### config.mk
export PLATFORM = sky130hd
export DESIGN_NAME = envelope_adsr_flat
export DESIGN_NICKNAME = d
export VERILOG_FILES = /design/src/rtl/music_box_pkg.sv /design/src/rtl/envelope_adsr_if.sv /design/src/rtl/envelope_scaler.sv /design/src/rtl/envelope_adsr.sv /design/src/flat_wrapper.sv
export SDC_FILE = /design/constraint.sdc
export NUM_CORES = 1
export LEC_CHECK = 0
export CAP_MARGIN = 20
export CORE_ASPECT_RATIO = 0.8
export CORE_MARGIN = 3
export CORE_UTILIZATION = 55
export CTS_CLUSTER_DIAMETER = 50
export CTS_CLUSTER_SIZE = 30
export DETAILED_ROUTE_END_ITERATION = 12
export GPL_TIMING_DRIVEN = 0
export PLACE_DENSITY = 0.76
export SYNTH_ARGS = -nofsm -noshare
export SYNTH_HDL_FRONTEND = slang
export SYNTH_SLANG_ARGS = --single-unit
### constraint.sdc
create_clock -name CLK_32KHz -period 6.1 [get_ports CLK_32KHz]
set_clock_uncertainty 0.05 [all_clocks]
set_input_delay 1.22 -clock CLK_32KHz [delete_from_list [all_inputs] [get_ports CLK_32KHz]]
set_output_delay 1.22 -clock CLK_32KHz [all_outputs]
set_load 0.02 [all_outputs]
### src/rtl/music_box_pkg.sv
// Shared types and constants for the music box audio path.
package music_box_pkg;

  typedef enum logic [2:0] {
    IDLE    = 3'd0,
    ATTACK  = 3'd1,
    DECAY   = 3'd2,
    SUSTAIN = 3'd3,
    RELEASE = 3'd4
  } env_state_t;

  localparam logic [7:0] SAMPLE_MIDSCALE = 8'd128;
  localparam logic [7:0] ENV_MAX         = 8'd255;

endpackage

### src/rtl/envelope_adsr_if.sv
// Sample/gate bundle between the waveform generator, the envelope stage and the mixer.
interface envelope_adsr_if;
  logic       noteOn;
  logic [7:0] sustainLevel;
  logic [7:0] inputSample;
  logic       indexZero;
  logic [7:0] outputSample;
  logic [7:0] envelopeLevel;
  logic       active;

  modport master (
    output noteOn, sustainLevel, inputSample, indexZero,
    input  outputSample, envelopeLevel, active
  );

  modport slave (
    input  noteOn, sustainLevel, inputSample, indexZero,
    output outputSample, envelopeLevel, active
  );
endinterface

### src/rtl/envelope_scaler.sv
// Scales an unsigned sample about midscale by an 8-bit envelope; purely combinational.
module envelope_scaler
  import music_box_pkg::*;
(
  input  logic [7:0] i_sample,
  input  logic [7:0] i_env,
  output logic [7:0] o_y
);

  logic signed [8:0]  w_s;
  logic signed [17:0] w_s_ext;
  logic signed [17:0] w_env_ext;
  logic signed [17:0] w_p;
  logic signed [9:0]  w_sh;
  logic signed [10:0] w_y;

  assign w_s       = {1'b0, i_sample} - {1'b0, SAMPLE_MIDSCALE};
  assign w_s_ext   = 18'(w_s);
  assign w_env_ext = {10'd0, i_env};
  assign w_p       = w_s_ext * w_env_ext;
  // Top bits of the product are the arithmetic shift by 8 (floor toward -inf)
  assign w_sh      = w_p[17:8];
  assign w_y       = 11'(w_sh) + 11'sd128;

  always_comb begin
    o_y = w_y[7:0];
    if (w_y < 11'sd0)
      o_y = 8'd0;
    else if (w_y > 11'sd255)
      o_y = 8'd255;
  end

endmodule

### src/rtl/envelope_adsr.sv
// ADSR amplitude envelope with registered scaled output.
// Optional ENVELOPE_ZERO_CROSS_EN: note start from IDLE waits for the generator phase-zero strobe.
//
// state   | meaning
// IDLE    | silent, env held at 0, waiting for gate
// ATTACK  | env rising by ATTACK_STEP per tick up to 255
// DECAY   | env falling by DECAY_STEP per tick down to sustainLevel
// SUSTAIN | env follows sustainLevel at tick rate
// RELEASE | gate low, env falling by RELEASE_STEP per tick to 0
module envelope_adsr
  import music_box_pkg::*;
#(
  parameter int unsigned ATTACK_STEP  = 4,
  parameter int unsigned DECAY_STEP   = 1,
  parameter int unsigned RELEASE_STEP = 2,
  parameter int unsigned TICK_DIV     = 32
) (
  input  logic            CLK_32KHz,
  input  logic            reset_n,
  envelope_adsr_if.slave  bus
);

  localparam int unsigned CNT_W = (TICK_DIV > 1) ? $clog2(TICK_DIV) : 1;
  localparam logic [CNT_W-1:0] CNT_LAST = CNT_W'(TICK_DIV - 1);
  localparam logic [7:0] A_STEP = 8'(ATTACK_STEP);
  localparam logic [7:0] D_STEP = 8'(DECAY_STEP);
  localparam logic [7:0] R_STEP = 8'(RELEASE_STEP);

  localparam logic [2:0] S_IDLE    = IDLE;
  localparam logic [2:0] S_ATTACK  = ATTACK;
  localparam logic [2:0] S_DECAY   = DECAY;
  localparam logic [2:0] S_SUSTAIN = SUSTAIN;
  localparam logic [2:0] S_RELEASE = RELEASE;

  logic [CNT_W-1:0]  r_cnt;
  logic [2:0]        r_state;
  logic [7:0]        r_env;
  logic [7:0]        r_out;
  logic [2:0]        w_state_nxt;
  logic [7:0]        w_env_nxt;
  logic [7:0]        w_y;
  logic              w_tick;
  logic              w_start;
  logic [8:0]        w_att_sum;
  logic signed [9:0] w_dec_diff;

`ifdef ENVELOPE_ZERO_CROSS_EN
  assign w_start = bus.noteOn & bus.indexZero;
`else
  logic w_unused_index_zero;
  assign w_unused_index_zero = bus.indexZero;
  assign w_start = bus.noteOn;
`endif

  assign w_tick     = (r_cnt == CNT_LAST);
  assign w_att_sum  = {1'b0, r_env} + {1'b0, A_STEP};
  assign w_dec_diff = {2'b00, r_env} - {2'b00, D_STEP};

  always_ff @(posedge CLK_32KHz or negedge reset_n) begin
    if (!reset_n)
      r_cnt <= '0;
    else if (w_tick)
      r_cnt <= '0;
    else
      r_cnt <= r_cnt + CNT_W'(1);
  end

  // Gate changes win over the tick: state moves, env holds for that cycle
  always_comb begin
    w_state_nxt = r_state;
    w_env_nxt   = r_env;
    case (r_state)
      S_IDLE: begin
        w_env_nxt = 8'd0;
        if (w_start)
          w_state_nxt = S_ATTACK;
      end
      S_ATTACK: begin
        if (!bus.noteOn)
          w_state_nxt = S_RELEASE;
        else if (w_tick) begin
          if (w_att_sum >= {1'b0, ENV_MAX}) begin
            w_env_nxt   = ENV_MAX;
            w_state_nxt = S_DECAY;
          end else
            w_env_nxt = w_att_sum[7:0];
        end
      end
      S_DECAY: begin
        if (!bus.noteOn)
          w_state_nxt = S_RELEASE;
        else if (w_tick) begin
          if (w_dec_diff <= $signed({2'b00, bus.sustainLevel})) begin
            w_env_nxt   = bus.sustainLevel;
            w_state_nxt = S_SUSTAIN;
          end else
            w_env_nxt = w_dec_diff[7:0];
        end
      end
      S_SUSTAIN: begin
        if (!bus.noteOn)
          w_state_nxt = S_RELEASE;
        else if (w_tick)
          w_env_nxt = bus.sustainLevel;
      end
      S_RELEASE: begin
        if (bus.noteOn)
          w_state_nxt = S_ATTACK;
        else if (w_tick) begin
          if (r_env <= R_STEP) begin
            w_env_nxt   = 8'd0;
            w_state_nxt = S_IDLE;
          end else
            w_env_nxt = r_env - R_STEP;
        end
      end
      default: begin
        w_state_nxt = S_IDLE;
        w_env_nxt   = 8'd0;
      end
    endcase
  end

  envelope_scaler u_scaler (
    .i_sample (bus.inputSample),
    .i_env    (r_env),
    .o_y      (w_y)
  );

  always_ff @(posedge CLK_32KHz or negedge reset_n) begin
    if (!reset_n) begin
      r_state <= S_IDLE;
      r_env   <= 8'd0;
      r_out   <= SAMPLE_MIDSCALE;
    end else begin
      r_state <= w_state_nxt;
      r_env   <= w_env_nxt;
      r_out   <= w_y;
    end
  end

  assign bus.outputSample  = r_out;
  assign bus.envelopeLevel = r_env;
  assign bus.active        = (r_state != S_IDLE);

endmodule

### src/flat_wrapper.sv
// flat-port wrapper written by rule: the top's interface ports become plain ports
module envelope_adsr_flat import music_box_pkg::*;
#(
  parameter int unsigned ATTACK_STEP  = 4,
  parameter int unsigned DECAY_STEP   = 1,
  parameter int unsigned RELEASE_STEP = 2,
  parameter int unsigned TICK_DIV     = 32
)
  (CLK_32KHz, reset_n, bus_noteOn, bus_sustainLevel, bus_inputSample, bus_indexZero, bus_outputSample, bus_envelopeLevel, bus_active);
  envelope_adsr_if bus_i ();
  input  logic CLK_32KHz;
  input  logic reset_n;
  input wire logic [$bits(bus_i.noteOn)-1:0] bus_noteOn;
  input wire logic [$bits(bus_i.sustainLevel)-1:0] bus_sustainLevel;
  input wire logic [$bits(bus_i.inputSample)-1:0] bus_inputSample;
  input wire logic [$bits(bus_i.indexZero)-1:0] bus_indexZero;
  output wire logic [$bits(bus_i.outputSample)-1:0] bus_outputSample;
  output wire logic [$bits(bus_i.envelopeLevel)-1:0] bus_envelopeLevel;
  output wire logic [$bits(bus_i.active)-1:0] bus_active;
  assign bus_i.noteOn = bus_noteOn;
  assign bus_i.sustainLevel = bus_sustainLevel;
  assign bus_i.inputSample = bus_inputSample;
  assign bus_i.indexZero = bus_indexZero;
  assign bus_outputSample = bus_i.outputSample;
  assign bus_envelopeLevel = bus_i.envelopeLevel;
  assign bus_active = bus_i.active;
  envelope_adsr #(.ATTACK_STEP(ATTACK_STEP), .DECAY_STEP(DECAY_STEP), .RELEASE_STEP(RELEASE_STEP), .TICK_DIV(TICK_DIV)) u_core (.CLK_32KHz(CLK_32KHz), .reset_n(reset_n), .bus(bus_i));
endmodule
==> out/results.ini <==
[run_status]
outcome = finished clean

[global_routing]
grt_pass1_wl_um = 18300
antenna_found_initial = 0
first_global_vias = 3814
grt.overflow.total = 0
grt_usage = 0.238
grt_start_max_net_pins = 15

[critical_path]
max_stage_delay_ns = 0.54
crit_chain = dlygate4sd2_1, and2_1, fa_1, inv_1, fa_1, inv_1, fa_1, inv_1, fa_1, inv_1, ha_1, a21oi_1, o21ai_1, o211ai_1, a31oi_4, mux2i_4, nand2_4, and3_4, a21o_1
r2r_cells = 20
cp.required_ns = 6.22
cp.depth = 19
arrival_ns = 6.00
path_max_fanout = 8
crit_path_end = u_core.bus.outputSample[5]
reg2reg_slack_ns = 0.48
startpoint_type = primary input
crit_start = bus_inputSample[3]
cp_num_buf_inv = 5
critPathSlowestCell = fa_1
r2r_end = u_core.bus.outputSample[5]
crit_family = adder cells
worstSetupPathType = primary input to flop
crit_path_end_kind = flop
crit-reg2reg-launch = u_core.bus.envelopeLevel[2]

[synthesis]
yosys_register_bits = 24
synth_edf_count = 0
ys_seq_area_frac = 0.132
postSynthCellCount = 524
synth.distinct_cells = 60
ys.flop_type = dfrtp_1
ys_warn_count = 0
syn_nets = 649
synth_area_um2 = 4540
avgSynthCellArea_um2 = 8.67
synthArstFlopShare = 1.00

[floorplan]
start_util = 0.589
die-area_um2 = 9390
fp.dieH_um = 87.3
dieWidth_um = 108
pin_count = 37
num_rows = 28
core_um2 = 7710

[clock_tree]
cts_made_buffers = 3
insertion_delay_ns = 0.28
cts.clk_slew.worst_paths_ns = 0.09
root_buffer = clkbuf_8
htree_levels = 1
clockBufferDepth = 2
ctsHoldBuffers = 0
cts_num_sinks = 24
cts_tree = built

[sta]
fmax_mhz = 170
maxSlewViolCount = 0
fin_crit_ns = 5.87
rsz0062_at_grt = true
max_slew.worst_pin.slew_ns = 0.659
hold_viol_final = 0
post-route-period-util = 0.963
setup_viol = 0
maxSlewHeadroom = 0.558

[drt]
wl_per_cell_um = 15.5
routed-via-count = 3787
drt_iter0_drc = 278
viasPerCell = 5.65
drt_first_pass_iters = 5
drc_errors = 0
ant_nets = 0
routed_wl_um = 10400

[power]
p_per_area_nw_per_um2 = 86.8
ir_drop_mv = 0.136
power.leakage_nw = 2.64

[cells_and_area]
multi_input_area_um2 = 3520
syn_to_final_growth_pct = 13.3
drive_gt1_frac = 0.0584
n_antenna_cell = 0
utilization = 0.668
stdcell_count = 670
final_net_count = 691
seqCellArea_um2 = 602
fillers = 630

[place]
port_buffers = 35
dp_hpwl_um = 8670
dp.cells = 665
gp_congestion = 0.926

[flow_run]
maxCapViolCount = 0

[worst_hold_path]
min_path_type = flop to flop

placed cells by master (no fill, tap or decap), types with 3 or more instances in the layout:
master,instances
clkbuf_1,12
buf_2,4
xor2_1,10
inv_1,97
dlymetal6s2s_1,5
ha_1,50
dfrtp_1,23
clkdlybuf4s50_1,28
nor3_1,6
o21ai_0,15
nand3_1,8
clkbuf_8,3
fa_1,55
and2_1,36
nand2b_1,7
nand2_1,49
o21a_1,3
o21ai_1,4
nor2b_1,5
o211ai_1,7
a22oi_1,5
mux2_2,5
a21oi_1,18
o22ai_1,4
xnor2_1,18
nor2_1,26
a21o_1,8
a31oi_1,3
metal layers:
metal,share of wire,track usage
met1,0.47,0.358
met2,0.46,0.376
met3,0.063,0.0378
met4,0.0084,0.0229
met5,0,0
metrics by stage:
step | hold slack [ns] | power [mW] | instance area [um^2] | worst slack [ns] | TNS (ns)
2_1_floorplan | 0.383 | 0.250 | 4540 | 0.515 | 0
4_1_cts | 0.433 | 0.449 | 5130 | 0.0201 | 0
3_5_place_dp | 0.419 | 0.302 | 5040 | -0.553 | -3.72
3_3_place_gp | 0.401 | 0.299 | 5020 | -0.411 | -2.53
6_report | 0.431 | 0.447 | 5150 | 0.229 | 0
5_1_grt | 0.444 | 0.471 | 5150 | -0.00110 | -0.00110
final cells by class:
type / count / share of cell area
sequential: 24 / 0.117
timing repair buffer: 37 / 0.0736
buffer: 18 / 0.0151
inverter: 97 / 0.0707
clock buffer: 3 / 0.00802
multi-input combinational: 385 / 0.684
tap: 105 / 0.0255
clock inverter: 1 / 0.00583
cell families (layout without fill, tap and decap cells):
group	after synthesis	count (layout)	synth area share
AO/OA/AOI/OAI	91	91	0.143
XOR/XNOR	28	28	0.0540
adder cells (fa/ha/maj)	105	105	0.380
buffers and inverters	115	156	0.0969
flip-flops	24	24	0.132
multiplexers	8	8	0.0198
AND/OR/NAND/NOR	153	153	0.173
worst register-to-register path: stages (launching register included):
cell and delay, ns:
dfrtp_1 0.48, clkbuf_1 0.27, inv_1 0.26, nor2_1 0.11, fa_1 0.54, inv_1 0.16, fa_1 0.57, inv_1 0.05
fa_1 0.49, inv_1 0.06, fa_1 0.53, inv_1 0.04, ha_1 0.40, nand2_1 0.09, o21ai_1 0.15, o211ai_1 0.21
a31oi_4 0.30, mux2i_4 0.33, nand2_4 0.11, and3_4 0.18, a21o_1 0.15
where the power goes:
group	leakage, nW	total (mW)	internal, mW	switching [mW]
Sequential	0.319	0.166	0.165	0.00122
Clock	0.0357	0.146	0.0879	0.0579
Combinational	2.29	0.135	0.0460	0.0892
sequential cells by signal, summed over array words and instances, names as in the netlist:
signal,flops
u_core.bus.outputSample,8
u_core.r_cnt,5
u_core.r_state,3
u_core.bus.envelopeLevel,8
cell usage after synthesis (5+ instances only):
| library cell | number | share of area |
|---|---|---|
| o21ai_0 | 15 | 0.017 |
| fa_1 | 55 | 0.24 |
| nand2b_1 | 7 | 0.0096 |
| nor2b_1 | 5 | 0.0069 |
| a21o_1 | 8 | 0.013 |
| inv_1 | 97 | 0.080 |
| nor2_1 | 26 | 0.021 |
| dfrtp_1 | 23 | 0.13 |
| ha_1 | 50 | 0.14 |
| xnor2_1 | 18 | 0.035 |
| a22oi_1 | 5 | 0.0083 |
| nand3_1 | 8 | 0.0088 |
| nor3_1 | 6 | 0.0066 |
| and2_1 | 36 | 0.050 |
| o211ai_1 | 7 | 0.012 |
| a21oi_1 | 18 | 0.020 |
| mux2_2 | 5 | 0.012 |
| xor2_1 | 10 | 0.019 |
| clkbuf_1 | 13 | 0.011 |
| nand2_1 | 49 | 0.040 |
what timing repair did:
| action | in CTS | in global routing |
|---|---|---|
| pin swaps | 1 | 1 |
| buffers inserted | 1 | 0 |
| gates resized for setup | 4 | 10 |
| setup endpoints to repair | 7 | 7 |
worst min-delay path by stage:
| stage | startpoint | to | slack (ns) | cells after the start |
|---|---|---|---|---|
| 6_report | u_core.r_cnt[0] | u_core.r_cnt[0] | 0.43 | 1 |
| 5_1_grt | u_core.r_cnt[0] | u_core.r_cnt[0] | 0.44 | 1 |
| 3_5_place_dp | u_core.r_cnt[0] | u_core.r_cnt[0] | 0.42 | 1 |
| 4_1_cts | u_core.r_cnt[0] | u_core.r_cnt[0] | 0.43 | 1 |
| 2_1_floorplan | u_core.r_cnt[0] | u_core.r_cnt[0] | 0.38 | 1 |
| 3_3_place_gp | u_core.r_cnt[0] | u_core.r_cnt[0] | 0.40 | 1 |
(Power assumes the default switching activity.)
